`src/rtl/spm_arb_pkg.sv`:
```
`default_nettype none
// ============================================================================
// Module   : spm_arb_pkg
// Purpose  : Shared types and constants for the two-port SPM arbiter.
// Revision : 1.0
// ============================================================================
package spm_arb_pkg;

    localparam int NUM_REQ      = 2;
    localparam int LOCK_TIMEOUT = 16;
    localparam int ADDR_W       = 18;
    localparam int DATA_W       = 32;
    localparam int BEN_W        = 4;
    localparam int LOCK_CNT_W   = 5;

    typedef logic [$clog2(NUM_REQ)-1:0] reqId_t;

    typedef struct packed {
        logic   valid;
        reqId_t id;
    } rdTag_t;

    localparam logic [1:0] UNLOCKED = 2'd0;
    localparam logic [1:0] LOCKED0  = 2'd1;
    localparam logic [1:0] LOCKED1  = 2'd2;

endpackage
`default_nettype wire

```
`src/rtl/spm_port_arbiter_if.sv`:
```
`default_nettype none
// ============================================================================
// Module   : spm_port_arbiter_if
// Purpose  : Requester and SPM-side signals of the two-port SPM arbiter.
// Revision : 1.0
// ============================================================================
interface spm_port_arbiter_if;
    import spm_arb_pkg::*;

    logic              req0, we0, lock0, gnt0, rvalid0;
    logic [ADDR_W-1:0] addr0;
    logic [BEN_W-1:0]  ben0;
    logic [DATA_W-1:0] wdata0, rdata0;

    logic              req1, we1, lock1, gnt1, rvalid1;
    logic [ADDR_W-1:0] addr1;
    logic [BEN_W-1:0]  ben1;
    logic [DATA_W-1:0] wdata1, rdata1;

    logic              spmCs, spmWe;
    logic [ADDR_W-1:0] spmAddress;
    logic [BEN_W-1:0]  spmByteEnables;
    logic [DATA_W-1:0] dataToSpm, dataFromSpm;

    modport slave (
        input  req0, we0, lock0, addr0, ben0, wdata0,
        input  req1, we1, lock1, addr1, ben1, wdata1,
        output gnt0, rvalid0, rdata0, gnt1, rvalid1, rdata1,
        output spmCs, spmWe, spmAddress, spmByteEnables, dataToSpm,
        input  dataFromSpm
    );

    modport master (
        output req0, we0, lock0, addr0, ben0, wdata0,
        output req1, we1, lock1, addr1, ben1, wdata1,
        input  gnt0, rvalid0, rdata0, gnt1, rvalid1, rdata1,
        input  spmCs, spmWe, spmAddress, spmByteEnables, dataToSpm,
        output dataFromSpm
    );

endinterface
`default_nettype wire

```
`src/rtl/spm_rd_tag_pipe.sv`:
```
`default_nettype none
// ============================================================================
// Module   : spm_rd_tag_pipe
// Purpose  : Fixed-depth shift register carrying {valid,id} read tags.
// Revision : 1.0
// ============================================================================
module spm_rd_tag_pipe
    import spm_arb_pkg::*;
#(
    parameter int DEPTH = 2
) (
    input  wire logic   clock,
    input  wire logic   reset,
    input  wire rdTag_t inTag,
    output rdTag_t      outTag
);

    rdTag_t r_stage [DEPTH];

    always_ff @(posedge clock) begin
        if (reset) begin
            for (int i = 0; i < DEPTH; i++) begin
                r_stage[i] <= '0;
            end
        end else begin
            r_stage[0] <= inTag;
            for (int i = 1; i < DEPTH; i++) begin
                r_stage[i] <= r_stage[i-1];
            end
        end
    end

    assign outTag = r_stage[DEPTH-1];

endmodule
`default_nettype wire

```
`src/rtl/spm_port_arbiter.sv`:
```
`default_nettype none
// ============================================================================
// Module   : spm_port_arbiter
// Purpose  : Round-robin, lockable arbiter of two requesters onto one SPM port.
// Revision : 1.0
// ============================================================================
module spm_port_arbiter
    import spm_arb_pkg::*;
#(
    parameter int READ_LATENCY = 2
) (
    input wire logic          clock,
    input wire logic          reset,
    spm_port_arbiter_if.slave bus
);

    logic [1:0]            r_state;
    logic [1:0]            w_nextState;
    logic                  r_lastWinner;
    logic [LOCK_CNT_W-1:0] r_idleCnt;
    logic                  w_gnt0;
    logic                  w_gnt1;
    logic                  w_ownerIdle;
    logic                  w_timeout;
    rdTag_t                w_inTag;
    rdTag_t                w_outTag;

    always_ff @(posedge clock) begin
        if (reset) begin
            r_state <= UNLOCKED;
        end else begin
            r_state <= w_nextState;
        end
    end

    always_comb begin
        w_ownerIdle = ((r_state == LOCKED0) && !bus.req0) ||
                      ((r_state == LOCKED1) && !bus.req1);
        w_timeout   = w_ownerIdle && (r_idleCnt == LOCK_CNT_W'(LOCK_TIMEOUT - 1));
    end

    always_comb begin
        w_nextState = r_state;
        case (r_state)
            UNLOCKED: begin
                if (w_gnt0 && bus.lock0) begin
                    w_nextState = LOCKED0;
                end else if (w_gnt1 && bus.lock1) begin
                    w_nextState = LOCKED1;
                end
            end
            LOCKED0: begin
                if ((w_gnt0 && !bus.lock0) || w_timeout) begin
                    w_nextState = UNLOCKED;
                end
            end
            LOCKED1: begin
                if ((w_gnt1 && !bus.lock1) || w_timeout) begin
                    w_nextState = UNLOCKED;
                end
            end
            default: w_nextState = UNLOCKED;
        endcase
    end

    // Grants are suppressed during reset so the SPM port is quiet while it is held.
    always_comb begin
        w_gnt0 = 1'b0;
        w_gnt1 = 1'b0;
        if (!reset) begin
            case (r_state)
                UNLOCKED: begin
                    w_gnt0 = bus.req0 && (!bus.req1 || r_lastWinner);
                    w_gnt1 = bus.req1 && !w_gnt0;
                end
                LOCKED0: w_gnt0 = bus.req0;
                LOCKED1: w_gnt1 = bus.req1;
                default: begin
                    w_gnt0 = 1'b0;
                    w_gnt1 = 1'b0;
                end
            endcase
        end
    end

    always_ff @(posedge clock) begin
        if (reset) begin
            r_lastWinner <= 1'b1;
        end else if (w_gnt0) begin
            r_lastWinner <= 1'b0;
        end else if (w_gnt1) begin
            r_lastWinner <= 1'b1;
        end
    end

    always_ff @(posedge clock) begin
        if (reset) begin
            r_idleCnt <= '0;
        end else if (w_ownerIdle && !w_timeout) begin
            r_idleCnt <= r_idleCnt + 1'b1;
        end else begin
            r_idleCnt <= '0;
        end
    end

    always_comb begin
        bus.spmWe          = 1'b0;
        bus.spmAddress     = '0;
        bus.spmByteEnables = '0;
        bus.dataToSpm      = '0;
        if (w_gnt0) begin
            bus.spmWe          = bus.we0;
            bus.spmAddress     = bus.addr0;
            bus.spmByteEnables = bus.ben0;
            bus.dataToSpm      = bus.wdata0;
        end else if (w_gnt1) begin
            bus.spmWe          = bus.we1;
            bus.spmAddress     = bus.addr1;
            bus.spmByteEnables = bus.ben1;
            bus.dataToSpm      = bus.wdata1;
        end
    end

    assign bus.gnt0  = w_gnt0;
    assign bus.gnt1  = w_gnt1;
    assign bus.spmCs = w_gnt0 | w_gnt1;

    assign w_inTag.valid = (w_gnt0 | w_gnt1) && !bus.spmWe;
    assign w_inTag.id    = reqId_t'(w_gnt1);

    spm_rd_tag_pipe #(
        .DEPTH (READ_LATENCY)
    ) u_rdTagPipe (
        .clock  (clock),
        .reset  (reset),
        .inTag  (w_inTag),
        .outTag (w_outTag)
    );

    assign bus.rvalid0 = !reset && w_outTag.valid && (w_outTag.id == reqId_t'(0));
    assign bus.rvalid1 = !reset && w_outTag.valid && (w_outTag.id == reqId_t'(1));
    assign bus.rdata0  = reset ? '0 : bus.dataFromSpm;
    assign bus.rdata1  = reset ? '0 : bus.dataFromSpm;

endmodule
`default_nettype wire

```
`src/flat_wrapper.sv`:
```
// flat-port wrapper written by rule: the top's interface ports become plain ports
module spm_port_arbiter_flat import spm_arb_pkg::*;
#(
    parameter int READ_LATENCY = 2
)
  (clock, reset, bus_req0, bus_we0, bus_lock0, bus_addr0, bus_ben0, bus_wdata0, bus_req1, bus_we1, bus_lock1, bus_addr1, bus_ben1, bus_wdata1, bus_gnt0, bus_rvalid0, bus_rdata0, bus_gnt1, bus_rvalid1, bus_rdata1, bus_spmCs, bus_spmWe, bus_spmAddress, bus_spmByteEnables, bus_dataToSpm, bus_dataFromSpm);
  spm_port_arbiter_if bus_i ();
  input wire logic clock;
  input wire logic reset;
  input wire logic [$bits(bus_i.req0)-1:0] bus_req0;
  input wire logic [$bits(bus_i.we0)-1:0] bus_we0;
  input wire logic [$bits(bus_i.lock0)-1:0] bus_lock0;
  input wire logic [$bits(bus_i.addr0)-1:0] bus_addr0;
  input wire logic [$bits(bus_i.ben0)-1:0] bus_ben0;
  input wire logic [$bits(bus_i.wdata0)-1:0] bus_wdata0;
  input wire logic [$bits(bus_i.req1)-1:0] bus_req1;
  input wire logic [$bits(bus_i.we1)-1:0] bus_we1;
  input wire logic [$bits(bus_i.lock1)-1:0] bus_lock1;
  input wire logic [$bits(bus_i.addr1)-1:0] bus_addr1;
  input wire logic [$bits(bus_i.ben1)-1:0] bus_ben1;
  input wire logic [$bits(bus_i.wdata1)-1:0] bus_wdata1;
  output wire logic [$bits(bus_i.gnt0)-1:0] bus_gnt0;
  output wire logic [$bits(bus_i.rvalid0)-1:0] bus_rvalid0;
  output wire logic [$bits(bus_i.rdata0)-1:0] bus_rdata0;
  output wire logic [$bits(bus_i.gnt1)-1:0] bus_gnt1;
  output wire logic [$bits(bus_i.rvalid1)-1:0] bus_rvalid1;
  output wire logic [$bits(bus_i.rdata1)-1:0] bus_rdata1;
  output wire logic [$bits(bus_i.spmCs)-1:0] bus_spmCs;
  output wire logic [$bits(bus_i.spmWe)-1:0] bus_spmWe;
  output wire logic [$bits(bus_i.spmAddress)-1:0] bus_spmAddress;
  output wire logic [$bits(bus_i.spmByteEnables)-1:0] bus_spmByteEnables;
  output wire logic [$bits(bus_i.dataToSpm)-1:0] bus_dataToSpm;
  input wire logic [$bits(bus_i.dataFromSpm)-1:0] bus_dataFromSpm;
  assign bus_i.req0 = bus_req0;
  assign bus_i.we0 = bus_we0;
  assign bus_i.lock0 = bus_lock0;
  assign bus_i.addr0 = bus_addr0;
  assign bus_i.ben0 = bus_ben0;
  assign bus_i.wdata0 = bus_wdata0;
  assign bus_i.req1 = bus_req1;
  assign bus_i.we1 = bus_we1;
  assign bus_i.lock1 = bus_lock1;
  assign bus_i.addr1 = bus_addr1;
  assign bus_i.ben1 = bus_ben1;
  assign bus_i.wdata1 = bus_wdata1;
  assign bus_gnt0 = bus_i.gnt0;
  assign bus_rvalid0 = bus_i.rvalid0;
  assign bus_rdata0 = bus_i.rdata0;
  assign bus_gnt1 = bus_i.gnt1;
  assign bus_rvalid1 = bus_i.rvalid1;
  assign bus_rdata1 = bus_i.rdata1;
  assign bus_spmCs = bus_i.spmCs;
  assign bus_spmWe = bus_i.spmWe;
  assign bus_spmAddress = bus_i.spmAddress;
  assign bus_spmByteEnables = bus_i.spmByteEnables;
  assign bus_dataToSpm = bus_i.dataToSpm;
  assign bus_i.dataFromSpm = bus_dataFromSpm;
  spm_port_arbiter #(.READ_LATENCY(READ_LATENCY)) u_core (.clock(clock), .reset(reset), .bus(bus_i));
endmodule
```
`config.mk`:
```
export PLATFORM = sky130hd
export DESIGN_NAME = spm_port_arbiter_flat
export DESIGN_NICKNAME = d
export VERILOG_FILES = /design/src/rtl/spm_arb_pkg.sv /design/src/rtl/spm_port_arbiter_if.sv /design/src/rtl/spm_rd_tag_pipe.sv /design/src/rtl/spm_port_arbiter.sv /design/src/flat_wrapper.sv
export SDC_FILE = /design/constraint.sdc
export NUM_CORES = 1
export LEC_CHECK = 0
export ABC_AREA = 1
export CAP_MARGIN = 30
export CELL_PAD_IN_SITES_DETAIL_PLACEMENT = 1
export CELL_PAD_IN_SITES_GLOBAL_PLACEMENT = 2
export CORE_MARGIN = 5
export CORE_UTILIZATION = 10
export CTS_CLUSTER_DIAMETER = 120
export DETAILED_ROUTE_END_ITERATION = 10
export GPL_ROUTABILITY_DRIVEN = 1
export GPL_TIMING_DRIVEN = 1
export PLACE_DENSITY = 0.95
export SYNTH_ARGS = -nofsm -noshare
export SYNTH_HDL_FRONTEND = slang
export SYNTH_SLANG_ARGS = --single-unit
export TNS_END_PERCENT = 50
```
`constraint.sdc`:
```
create_clock -name clock -period 3.91 [get_ports clock]
set_clock_uncertainty 0.1 [all_clocks]
set_input_delay 0.391 -clock clock [delete_from_list [all_inputs] [get_ports clock]]
set_output_delay 0.391 -clock clock [all_outputs]
set_load 0.01 [all_outputs]
```
### Word-level counts from Yosys, hierarchy flattened

Memories as Yosys holds them, arrays and structs flattened.
Cells that the tools add are included.

| word-level totals | value |
|---|---|
| flip-flop bits (word level) | 8 |
| RAM bits | 4 |
| input bits | 148 |
| output and inout bits | 124 |
| logic and storage cells | 71 |
| memories | 1 |

Memories:

| name | words | width | rd ports | clocked after memory_dff | wr ports | line | text |
|---|---|---|---|---|---|---|---|
| u_core.u_rdTagPipe.r_stage | 2 | 2 | 2 | 0 | 2 | spm_rd_tag_pipe.sv:18 | `rdTag_t r_stage [DEPTH];` |

| operators by class | value |
|---|---|
| add/subtract/negate cells | 1 |
| equal/unequal tests | 6 |
| multiplexer cells | 25 |
| bitwise logic cells | 5 |
| reduce and logical (&&, ||, !) cells | 30 |

Operator list:

| operator | count |
|---|---|
| $mux W32 | 3 |
| $mux W18 | 2 |
| $logic_and A1 B1 Y1 | 14 |
| $mux W2 | 6 |
| $mux W1 | 9 |
| $logic_not A1 Y1 | 8 |
| $mux W4 | 2 |
| $pmux W2 S3 | 1 |
| $add A5 B1 Y5 const B | 1 |
| $eq A5 B4 Y1 const B | 1 |
| $logic_or A1 B1 Y1 | 4 |
| $ne A2 B2 Y1 const B | 2 |
| $pmux W1 S2 | 2 |
| $ne A3 B1 Y1 const B | 1 |
| $or A1 B1 Y1 | 3 |
| $reduce_and A3 Y1 | 1 |
| $eq A2 B1 Y1 const B | 1 |
| $eq A2 B2 Y1 const B | 1 |
| $logic_not A2 Y1 | 1 |
| $not A1 Y1 | 2 |
| $reduce_bool A2 Y1 | 1 |
| $reduce_or A2 Y1 | 1 |

### Logic depth before layout (Yosys ltp)

Gate-level depths: netlist of run 1.

| depth | value |
|---|---|
| word-level depth | 12 |
| mapped depth | 10 |
| depth with buffers taken out | 10 |

### Hierarchy

Synthesis of run 1 repeated with hierarchy kept, for this count alone.

| second synthesis, totals | value |
|---|---|
| cells, all modules | 256 |
| area, all modules | 1732.9 um^2 |

Modules (own cells, without submodules):

| module | times used | cells an instance | area an instance (um^2) | seq. area each (um^2) |
|---|---|---|---|---|
| spm_port_arbiter | 1 | 242 | 1607.8 | 160.2 |
| spm_rd_tag_pipe | 1 | 14 | 125.1 | 80.1 |

### Worst setup path after synthesis of run 1

Ideal clock, no wire load.

| timing path | value |
|---|---|
| kind | register to output |
| start point | reg u_core.r_state[1] |
| end point | out bus_dataToSpm[10] |
| data arrival time | 1163 ps |
| required time | 3419 ps |
| path slack | 2256 ps |
| stages on the path, launching flop included | 9 |
| cell sequence | dfxtp_1 > inv_2 > nand2_2 > nor2_2 > nand2_4 > inv_2 > buf_6 > buf_8 > a22o_1 |

| between the ends | value |
|---|---|
| cells in the longest elaborated chain, start to end | 5 |

Ends and longest elaborated chain:

| item | line | text |
|---|---|---|
| start: declaration | spm_port_arbiter.sv:17 | `logic [1:0] r_state;` |
| start signal: assignment | spm_port_arbiter.sv:32 | `r_state <= w_nextState;` |
| $eq A2 B2 Y1 or $logic_not A2 Y1 (tied branches) | spm_port_arbiter.sv:71 | `case (r_state)` |
| $pmux W1 S2 | spm_port_arbiter.sv:71 |  |
| $mux W1 | spm_port_arbiter.sv:70 | `if (!reset) begin` |
| $mux W32 | spm_port_arbiter.sv:116 | `end else if (w_gnt1) begin` |
| $mux W32 * | spm_port_arbiter.sv:111 | `if (w_gnt0) begin` |
| end: declaration | flat_wrapper.sv:32 | `output wire logic [$bits(bus_i.dataToSpm)-1:0] bus_dataToSpm;` |

Every way passes the cells marked *; elsewhere a longest branch is shown, timed or not.

### Worst setup path in the final report of run 1

| timing path | value |
|---|---|
| start point | in bus_req0 |
| end point | out bus_spmAddress[7] |

| between the ends | value |
|---|---|
| cells in the longest elaborated chain, start to end | 7 |

Ends and longest elaborated chain:

| item | line | text |
|---|---|---|
| start: declaration | flat_wrapper.sv:10 | `input wire logic [$bits(bus_i.req0)-1:0] bus_req0;` |
| $logic_and A1 B1 Y1 | spm_port_arbiter.sv:73 | `w_gnt0 = bus.req0 && (!bus.req1 \|\| r_lastWinner);` |
| $logic_not A1 Y1 | spm_port_arbiter.sv:74 | `w_gnt1 = bus.req1 && !w_gnt0;` |
| $logic_and A1 B1 Y1 | spm_port_arbiter.sv:74 |  |
| $pmux W1 S2 | spm_port_arbiter.sv:71 |  |
| $mux W1 | spm_port_arbiter.sv:70 |  |
| $mux W18 | spm_port_arbiter.sv:116 |  |
| $mux W18 * | spm_port_arbiter.sv:111 |  |
| end: declaration | flat_wrapper.sv:30 | `output wire logic [$bits(bus_i.spmAddress)-1:0] bus_spmAddress;` |

Marked as above.

==> results of run 1 <==
area by class of cell:
cell class	count	area share
multi-input cells	139	0.2054
well taps	220	0.06215
clock buffers	4	0.02006
flip-flops and latches	12	0.05424
inverters	48	0.04068
repair buffers	274	0.6175
per-stage QoR:
step	hold WS (ns)	cells	cell area [µm²]	setup slack, ns	utilization
floorplan	0.2883	247	1707	2.256	-
CTS	0.3080	697	4429	0.7506	0.2661
global placement	0.2935	693	4340	0.7857	0.2608
global route	0.3251	697	4429	0.6172	0.2661
detailed placement	0.3014	693	4340	0.7474	0.2608
finish	0.3060	697	4429	0.7450	0.2661
final timing paths:
path / slack [ns] / from / depth (start not counted) / to
max: 0.75 / bus_req0 / 8 / bus_spmAddress[7]
min: 0.31 / u_core.u_rdTagPipe.r_stage[0][0] / 2 / u_core.u_rdTagPipe.r_stage[0][2]
max reg2reg: 2.11 / u_core.r_state[1] / 8 / u_core.u_rdTagPipe.r_stage[0][1]
min reg2reg: 0.31 / u_core.u_rdTagPipe.r_stage[0][0] / 2 / u_core.u_rdTagPipe.r_stage[0][2]
logic make-up (layout without fill, tap and decap cells):
group / count (synthesis) / after routing
buf+inv: 96 / 326
fa+ha+maj: 2 / 2
compound gates: 58 / 58
simple gates: 78 / 78
xor+xnor: 1 / 1
flops: 12 / 12
flip-flops by register name, indices dropped and copies added (netlist names):
name                        cells
u_core.u_rdTagPipe.r_stage      4
u_core.r_idleCnt                5
u_core.r_state                  2
u_core.r_lastWinner             1
Yosys cell counts (all sizes together):
cell    instances
inv            48
nor3b           1
a22o           55
a21oi           2
ha              2
nand2          13
nor2           49
nand3b          2
buf            48
a31oi           1
dfxtp          12
xor2            1
nand3          13
critical path, delay by kind of cell:
| family | cells | cell delay [ns] |
|---|---|---|
| buffers and inverters | 4 | 1.63 |
| and+or+nand+nor | 3 | 0.31 |
| AOI/OAI and AO/OA | 1 | 0.29 |
layer usage:
layer / vias to the layer above / GRT usage
met5: - / 0
li1: 1241 / -
met4: 0 / 0.01377
met1: 1142 / 0.09327
met3: 10 / 0.03623
met2: 152 / 0.1802
power groups by stage:
stage	Clock [mW]	Combinational, mW	Sequential (mW)
after floorplan	0	0.369	0.153
after global placement	0	0.764	0.156
after detailed placement	0	0.770	0.157
after CTS	0.216	0.773	0.154
after global routing	0.225	0.819	0.157
final	0.210	0.762	0.154
layout by cell type (no fill, tap or decap), drive strengths merged:
cell / Yosys / routed
clkdlybuf4s50: 0 / 271
a22o: 55 / 55
nor2: 49 / 49
inv: 48 / 48
nand3: 13 / 13
nand2: 13 / 13
dfxtp: 12 / 12
clkbuf: 0 / 4
buf: 48 / 3
nand3b: 2 / 2
ha: 2 / 2
a21oi: 2 / 2
xor2: 1 / 1
nor3b: 1 / 1
a31oi: 1 / 1
==> summary.txt, run 1 <==
GRT
  – GR Util All Layers: 0.09210
  – Maximum number of pins on one net before global-route repair: 57
  – First-pass GRT wire length: around 15 mm
  – Initial antenna violation count: 0
  – Total grt overflow: 0
  – Number of global-route vias before repair: around 2.7k

Setup path
  – Cells along the critical path: clkdlybuf4s50_1, nand2_2, nor2_2, nand2_4, inv_2, buf_4, a22o_1, clkdlybuf4s50_1
  – Critical Path Most Common Cell: clkdlybuf4s50_1
  – Critical path class: primary input to output pin
  – Crit path largest cell delay: between 0.5 and 0.6 ns
  – Crit. End Element: output pin
  – Worst Path Arrival: 2.67 ns
  – Worst Path Max Fanout: 56
  – Critical-path top delay cell: clkdlybuf4s50_1
  – Crit path launch type: primary input
  – Req. time, crit path: about 3.4 ns

Timing
  – FMAX: roughly 320 MHz
  – Fraction of the cycle the final worst path needs: 0.8095
  – Max_slew headroom: 0.5921
  – Final setup fails: 0
  – Fin. Hold Viols: 0
  – Slew of the pin with the lowest slew margin: a little over 0.6 ns
  – Period minus WS final: 3.165 ns
  – Final Slew Violations: 0
  – Unrepaired setup endpoints after global routing: false
  – Setup TNS: 0 ns

Synthesis
  – Largest area contributor in the netlist: a22o_1
  – FF+latch count, synth: 12
  – Largest cells by area after synthesis: a22o_1 (28%), buf_4 (15%), dfxtp_1 (14%), nor2_1 (10%), inv_1 (9.7%)
  – Yosys top cell area share: 0.2771
  – Mux cell area share after synthesis: 0
  – Count of cell types in the netlist: 25
  – Largest family of logic cells by synthesized area: buffers and inverters
  – Adder-cell share of the synthesized area: 0.01466
  – Syn Inst Count: about 250
  – Syn Nets: 397
  – YS warnings: 0
  – Synth Area in XOR/XNOR: 0.005132
  – Synth Area in Simple Gates: 0.2141
  – Compound-cell area share of the yosys netlist: 0.2991
  – Cell Area, Synth: approximately 1700 µm²
  – Sequential fraction of the synthesis area: 0.1408
  – Mapped Avg Cell Area: ~6.9 µm²

Pwr
  – Part of the power in the clock network: 0.187
  – Switch share: 0.3392
  – Power share of the sequential group: 0.137
  – Combinational group share of total power: 0.676
  – Lkg Pwr: ~1.8 nW
  – Sw power: roughly 0.38 mW
  – P_int: ~0.74 mW
  – Overall Power: between 1 and 1.5 mW
  – Peak VDD IR: about 0.16 mV
  – P per Cell Area: 254.3 nW/µm²

Route
  – Post-Route WL: roughly 10 mm
  – Met3 routed WL: between 1 and 1.5 mm
  – Wire length on met2: ~5.2 mm
  – 1st-iter DRT viols: 47
  – Via density: 3.651
  – Vias: 2545
  – Max Used Layer: met4
  – Metal1 wirelength: 3.639 mm
  – Pre-antenna DRT Iters: 4
  – WL/cell: about 15 µm
  – Post-DRT Antenna Nets: 0
  – DRC Markers: 0

Layout
  – Final #Nets: between 600 and 700
  – Layout fillers: around 2.0k
  – Area added between synthesis and finish: 159.5%
  – Share of cells above drive strength 1: 0.04612
  – Antenna cells: 0
  – Area taken by multi-input logic gates: ~910 µm²
  – Sequential cell area: between 200 and 250 µm²

CTS
  – CTS Buf Count: 3
  – H-tree levels: 1
  – Post-CTS Setup Inserts: 0
  – Clk slew on worst S/H paths: approximately 0.05 ns
  – CTS root buffer: clkbuf_16
  – TritonCTS Sinks: 12
  – CTS tree: yes
  – Resized cells post-CTS: 0
  – Worst-skew pair later-pin latency: 0.24 ns
  – CTS max path bufs: 2
  – Hold_buf cts: 0

Floorplan
  – Ports: between 200 and 300
  – Chip width: between 100 and 150 µm
  – Core area: between 15000 and 20000 µm²
  – Die Span Y: roughly 140 µm
  – DIE AREA: 19780 µm²
  – Initial Utilization: 0.1025
  – Row cnt: 47

Run
  – Max cap viols: 0

Placement
  – Hpwl dp: 8.727 mm
  – Port bufs: between 200 and 300
  – RePlAce Congestion: just under 0.8

Worst hold path
  – Worst hold path class: flip-flop to flip-flop

Outcome
  – Outcome: finished, final reports clean
Power figures use the tool's default switching activity.
==> run 2: changes to the inputs <==
clock period = 2.95 ns   (was 3.91 ns; I/O delays follow)
==> summary.txt, run 2 (synthesis results as in run 1) <==
Outcome
  – Outcome: finished, final reports clean

Worst hold path
  – Worst hold endpoint: u_core.u_rdTagPipe.r_stage[0][2]
  – HP Start: u_core.u_rdTagPipe.r_stage[0][0]
  – Worst hold path class: flip-flop to flip-flop
  – Hold path depth: 2

Route
  – 1st-iter DRT viols: 44
  – Pre-antenna DRT Iters: 4
  – WL/cell: 14.45 µm
  – Post-DRT Antenna Nets: 0
  – DRC Markers: 0
  – Post-Route WL: just over 10 mm
  – Vias: about 2.5k
  – Via density: around 3.6

Floorplan
  – Chip width: ~140 µm
  – Core area: between 15000 and 20000 µm²
  – DIE AREA: roughly 20000 µm²
  – Row cnt: 47
  – Die Span Y: around 140 µm
  – Ports: around 270
  – Initial Utilization: 0.1025

Layout
  – Top flop regs: u_core.r_idleCnt (5), u_core.u_rdTagPipe.r_stage (4), u_core.r_state (2)
  – Max reg flops: 5
  – Largest Register: u_core.r_idleCnt
  – Area added between synthesis and finish: 161.2%
  – Post-layout util: 0.2679
  – Most frequent cells in the layout: clkdlybuf4s50_1 (271), a22o_1 (54), nor2_1 (47)
  – Final #Nets: 630
  – Share of cells above drive strength 1: 0.04812
  – Commonest non-fill, non-tap cell in the layout: clkdlybuf4s50_1

Pwr
  – P_int: around 0.97 mW
  – Switch share: 0.3406
  – Part of the power in the clock network: 0.165
  – Power share of the sequential group: 0.139
  – Lkg Pwr: 1.813 nW
  – P per Cell Area: approximately 330 nW/µm²
  – Combinational group share of total power: 0.696
  – Peak VDD IR: ~0.19 mV
  – Sw power: between 0.5 and 0.6 mW

CTS
  – TritonCTS Sinks: 12
  – CTS root buffer: clkbuf_16
  – Resized cells post-CTS: 0
  – Clk slew on worst S/H paths: around 0.04 ns
  – Post-CTS Setup Inserts: 0
  – CTS max path bufs: 2
  – CTS tree: yes
  – Hold_buf cts: 0
  – Worst-skew pair later-pin latency: around 0.24 ns
  – CTS Buf Count: 3
  – H-tree levels: 1

Setup path
  – FF-to-FF Start: u_core.r_idleCnt[0]
  – Req. time, crit path: around 2.6 ns
  – R2r setup slk: between 1 and 1.5 ns
  – Critical Path Most Common Cell: clkdlybuf4s50_1
  – Worst Path Arrival: between 2 and 2.5 ns
  – Critical R2R Capture: u_core.r_state[1]
  – Worst R2R Path Depth: 10
  – Critical-path top delay cell: clkdlybuf4s50_1
  – Crit path launch type: primary input
  – Worst Path Max Fanout: 48
  – Critical path class: primary input to output pin
  – Crit. End Element: output pin
  – Crit path largest cell delay: about 0.56 ns
  – CP Launch Point: bus_req0
  – Cells along the critical path: clkdlybuf4s50_1, nand2_2, nor2_2, nand2_4, inv_2, buf_12, a22o_1, clkdlybuf4s50_1

GRT
  – Number of global-route vias before repair: approximately 2.7k
  – Initial antenna violation count: 1
  – Maximum number of pins on one net before global-route repair: 57
  – GR Util All Layers: 0.09090
  – Total grt overflow: 0
  – First-pass GRT wire length: about 15 mm

Timing
  – Unrepaired setup endpoints after global routing: false
  – Final WS setup: roughly 0.29 ns
  – Fraction of the cycle the final worst path needs: 0.9028
  – Setup TNS: 0 ns
  – Hold slack: a little over 0.3 ns
  – Fin. Hold Viols: 0
  – Final setup fails: 0
  – Final Slew Violations: 0
  – Period minus WS final: ~2.7 ns
  – FMAX: 375.5 MHz
  – Slew of the pin with the lowest slew margin: 0.2868 ns
  – Max_slew headroom: 0.8082

Placement
  – Port bufs: 271
  – Worst slack at placement: approximately 0.27 ns
  – Hpwl dp: roughly 9 mm
  – RePlAce Congestion: 0.7853

Run
  – Max cap viols: 0
run 2: changes by cell type in the layout (fill, tap and decap cells not counted), sizes merged:
| cell | previous run | this run |
|---|---|---|
| buf | 3 | 5 |
| diode | 0 | 1 |
| clkbuf | 4 | 3 |
run 2: how the worst max path moves through the flow:
stage                     slack, ns            endpoint  cells after the start
final                          0.29  bus_spmAddress[12]                      8
after global routing           0.16    bus_dataToSpm[0]                      7
after CTS                      0.26    bus_dataToSpm[0]                      8
after detailed placement       0.27    bus_dataToSpm[0]                      7
after global placement         0.29   bus_dataToSpm[15]                      7
after floorplan                1.39   bus_dataToSpm[10]                      8
run 2: power by group through the flow:
stage | logic (mW) | clock network [mW] | registers [mW]
after CTS | 1.05 | 0.250 | 0.204
after global placement | 1.03 | 0 | 0.207
after floorplan | 0.490 | 0 | 0.203
final | 1.03 | 0.243 | 0.205
after detailed placement | 1.04 | 0 | 0.207
after global routing | 1.10 | 0.259 | 0.207
run 2: metrics by stage:
stage,std cells,area [µm²],total power [mW]
3_5_place_dp,695,4380,1.248
3_3_place_gp,695,4380,1.238
2_1_floorplan,247,1707,0.6921
5_1_grt,699,4458,1.571
4_1_cts,698,4456,1.500
6_report,699,4458,1.476
run 2: critical path: cells and delay by family:
kind | cells | cell delay (ns)
AOI/OAI and AO/OA | 1 | 0.20
buffers and inverters | 4 | 1.41
and+or+nand+nor | 3 | 0.33
run 2: cell type report:
cell class / count / area, µm²
antenna: 1 / 2.502
clock buffer: 3 / 75.07
fill: 1965 / 12180
inverter: 48 / 180.2
multi-input combinational: 139 / 909.6
sequential: 12 / 240.2
tap: 220 / 275.3
timing repair buffer: 276 / 2775
run 2: per-layer routing:
metal / GRT usage / vias to the layer above / wire length, µm
met2: 0.1792 / 148 / 5201
met3: 0.02845 / 6 / 1016
met1: 0.09593 / 1139 / 3784
met4: 0.01224 / 0 / 99
met5: 0 / - / 0
li1: - / 1247 / -
==> run 3: changes to the inputs <==
CORE_MARGIN = unset   (was 5)
==> summary.txt, run 3 (synthesis results as in run 1) <==
Outcome
  – Outcome: finished, final reports clean

Setup path
  – Crit path launch type: primary input
  – Crit. End Element: output pin
  – Req. time, crit path: about 2.6 ns
  – Worst Path Max Fanout: 31
  – Worst Path Arrival: roughly 2.4 ns
  – Critical path class: primary input to output pin
  – Worst R2R Path Depth: 8

GRT
  – GR Util All Layers: 0.1010
  – Maximum number of pins on one net before global-route repair: 44
  – Total grt overflow: 0
  – Initial antenna violation count: 0
  – First-pass GRT wire length: around 14 mm
  – Number of global-route vias before repair: roughly 2.6k

Pwr
  – Lkg Pwr: roughly 1.8 nW
  – P per Cell Area: 338.7 nW/µm²
  – Peak VDD IR: slightly below 0.2 mV

Floorplan
  – Row cnt: 47
  – Die Span Y: ~130 µm
  – Ports: approximately 270
  – DIE AREA: about 18000 µm²
  – Initial Utilization: 0.1025
  – Chip width: between 100 and 150 µm
  – Core area: about 17000 µm²

Layout
  – Area added between synthesis and finish: 163.2%
  – Top flop regs: u_core.r_idleCnt (5), u_core.u_rdTagPipe.r_stage (4), u_core.r_state (2)
  – Share of cells above drive strength 1: 0.05602
  – Max reg flops: 5
  – Finished Layout Cells: ~700
  – Most frequent cells in the layout: clkdlybuf4s50_1 (271), a22o_1 (54), nor2_1 (47)
  – Antenna cells: 0
  – Largest Register: u_core.r_idleCnt
  – Final #Nets: about 630
  – Layout fillers: 1968
  – Commonest non-fill, non-tap cell in the layout: clkdlybuf4s50_1
  – Area taken by multi-input logic gates: ~910 µm²
  – Sequential cell area: approximately 240 µm²

Placement
  – RePlAce Congestion: ~0.73
  – DP Cell Count: approximately 700
  – Hpwl dp: ~8.3 mm
  – Port bufs: approximately 270

Route
  – DRC Markers: 0
  – Metal1 wirelength: approximately 3.2 mm
  – WL/cell: 13.40 µm
  – Post-Route WL: 9.407 mm
  – 1st-iter DRT viols: 35
  – Max Used Layer: met4
  – Vias: roughly 2.5k
  – Via density: around 3.6
  – Post-DRT Antenna Nets: 0
  – Wire length on met2: 5.258 mm
  – Pre-antenna DRT Iters: 4
  – Met3 routed WL: ~810 µm

CTS
  – Clk slew on worst S/H paths: 0.05 ns
  – H-tree levels: 1
  – CTS Buf Count: 3
  – Hold_buf cts: 0
  – TritonCTS Sinks: 12
  – CTS root buffer: clkbuf_16
  – Post-CTS Setup Inserts: 0
  – Resized cells post-CTS: 0
  – CTS max path bufs: 2
  – CTS tree: yes
  – Worst-skew pair later-pin latency: roughly 0.24 ns

Timing
  – Unrepaired setup endpoints after global routing: false
  – Final Slew Violations: 0
  – Fraction of the cycle the final worst path needs: 0.9376
  – Fin. Hold Viols: 0
  – FMAX: approximately 360 MHz
  – Slew of the pin with the lowest slew margin: ~0.32 ns
  – Setup TNS: 0 ns
  – Period minus WS final: 2.766 ns
  – Final setup fails: 0
  – Max_slew headroom: 0.7865

Worst hold path
  – Hold path depth: 2
  – Worst hold path class: flip-flop to flip-flop

Run
  – Max cap viols: 0
## run 3: cell count changes in the layout (fill, tap and decap cells not counted)
cell,before,now
buf_4,3,6
diode_2,1,0
clkbuf_8,0,1
## run 3: final cells by class
cell class | instances | area share
repair buffers | 279 | 0.6228
flip-flops and latches | 12 | 0.05348
well taps | 220 | 0.06128
multi-input cells | 139 | 0.2025
inverters | 48 | 0.04011
clock buffers | 4 | 0.01978
## run 3: through the flow
step	cell area [µm²]	setup WS, ns	power [mW]	util	hold slack (ns)
4_1_cts	4492	0.1433	1.545	0.2699	0.3152
5_1_grt	4492	0.04903	1.623	0.2699	0.3315
3_5_place_dp	4403	0.1566	1.255	0.2646	0.3089
6_report	4492	0.1842	1.522	0.2699	0.3085
3_3_place_gp	4403	0.1660	1.246	0.2646	0.2956
2_1_floorplan	1707	1.392	0.6921	-	0.2883
## run 3: final timing paths
check | start | slack (ns) | endpoint
max | bus_req0 | 0.18 | bus_dataToSpm[7]
min | u_core.u_rdTagPipe.r_stage[0][0] | 0.31 | u_core.u_rdTagPipe.r_stage[0][2]
max reg2reg | u_core.r_state[1] | 1.36 | u_core.r_state[0]
min reg2reg | u_core.u_rdTagPipe.r_stage[0][0] | 0.31 | u_core.u_rdTagPipe.r_stage[0][2]
## run 3: report_power, final
part,leakage [nW],total [mW],switching [mW],internal (mW)
Combinational,1.69,1.04,0.418,0.619
Clock,0.0442,0.281,0.0756,0.205
Sequential,0.0980,0.205,0.0181,0.186
Total,1.84,1.52,0.511,1.01
## run 3: per-layer routing
layer	up-vias	GRT usage
met5	-	0
met4	0	0.01852
met1	1129	0.09253
met2	144	0.2155
met3	10	0.02835
li1	1252	-
## run 3: worst max-delay path: stages
cell and delay, ns:
clkdlybuf4s50_1 0.54, nand2_2 0.07, nor2_2 0.17, nand2_4 0.08
inv_2 0.26, buf_12 0.23, a22o_1 0.17, clkdlybuf4s50_1 0.54
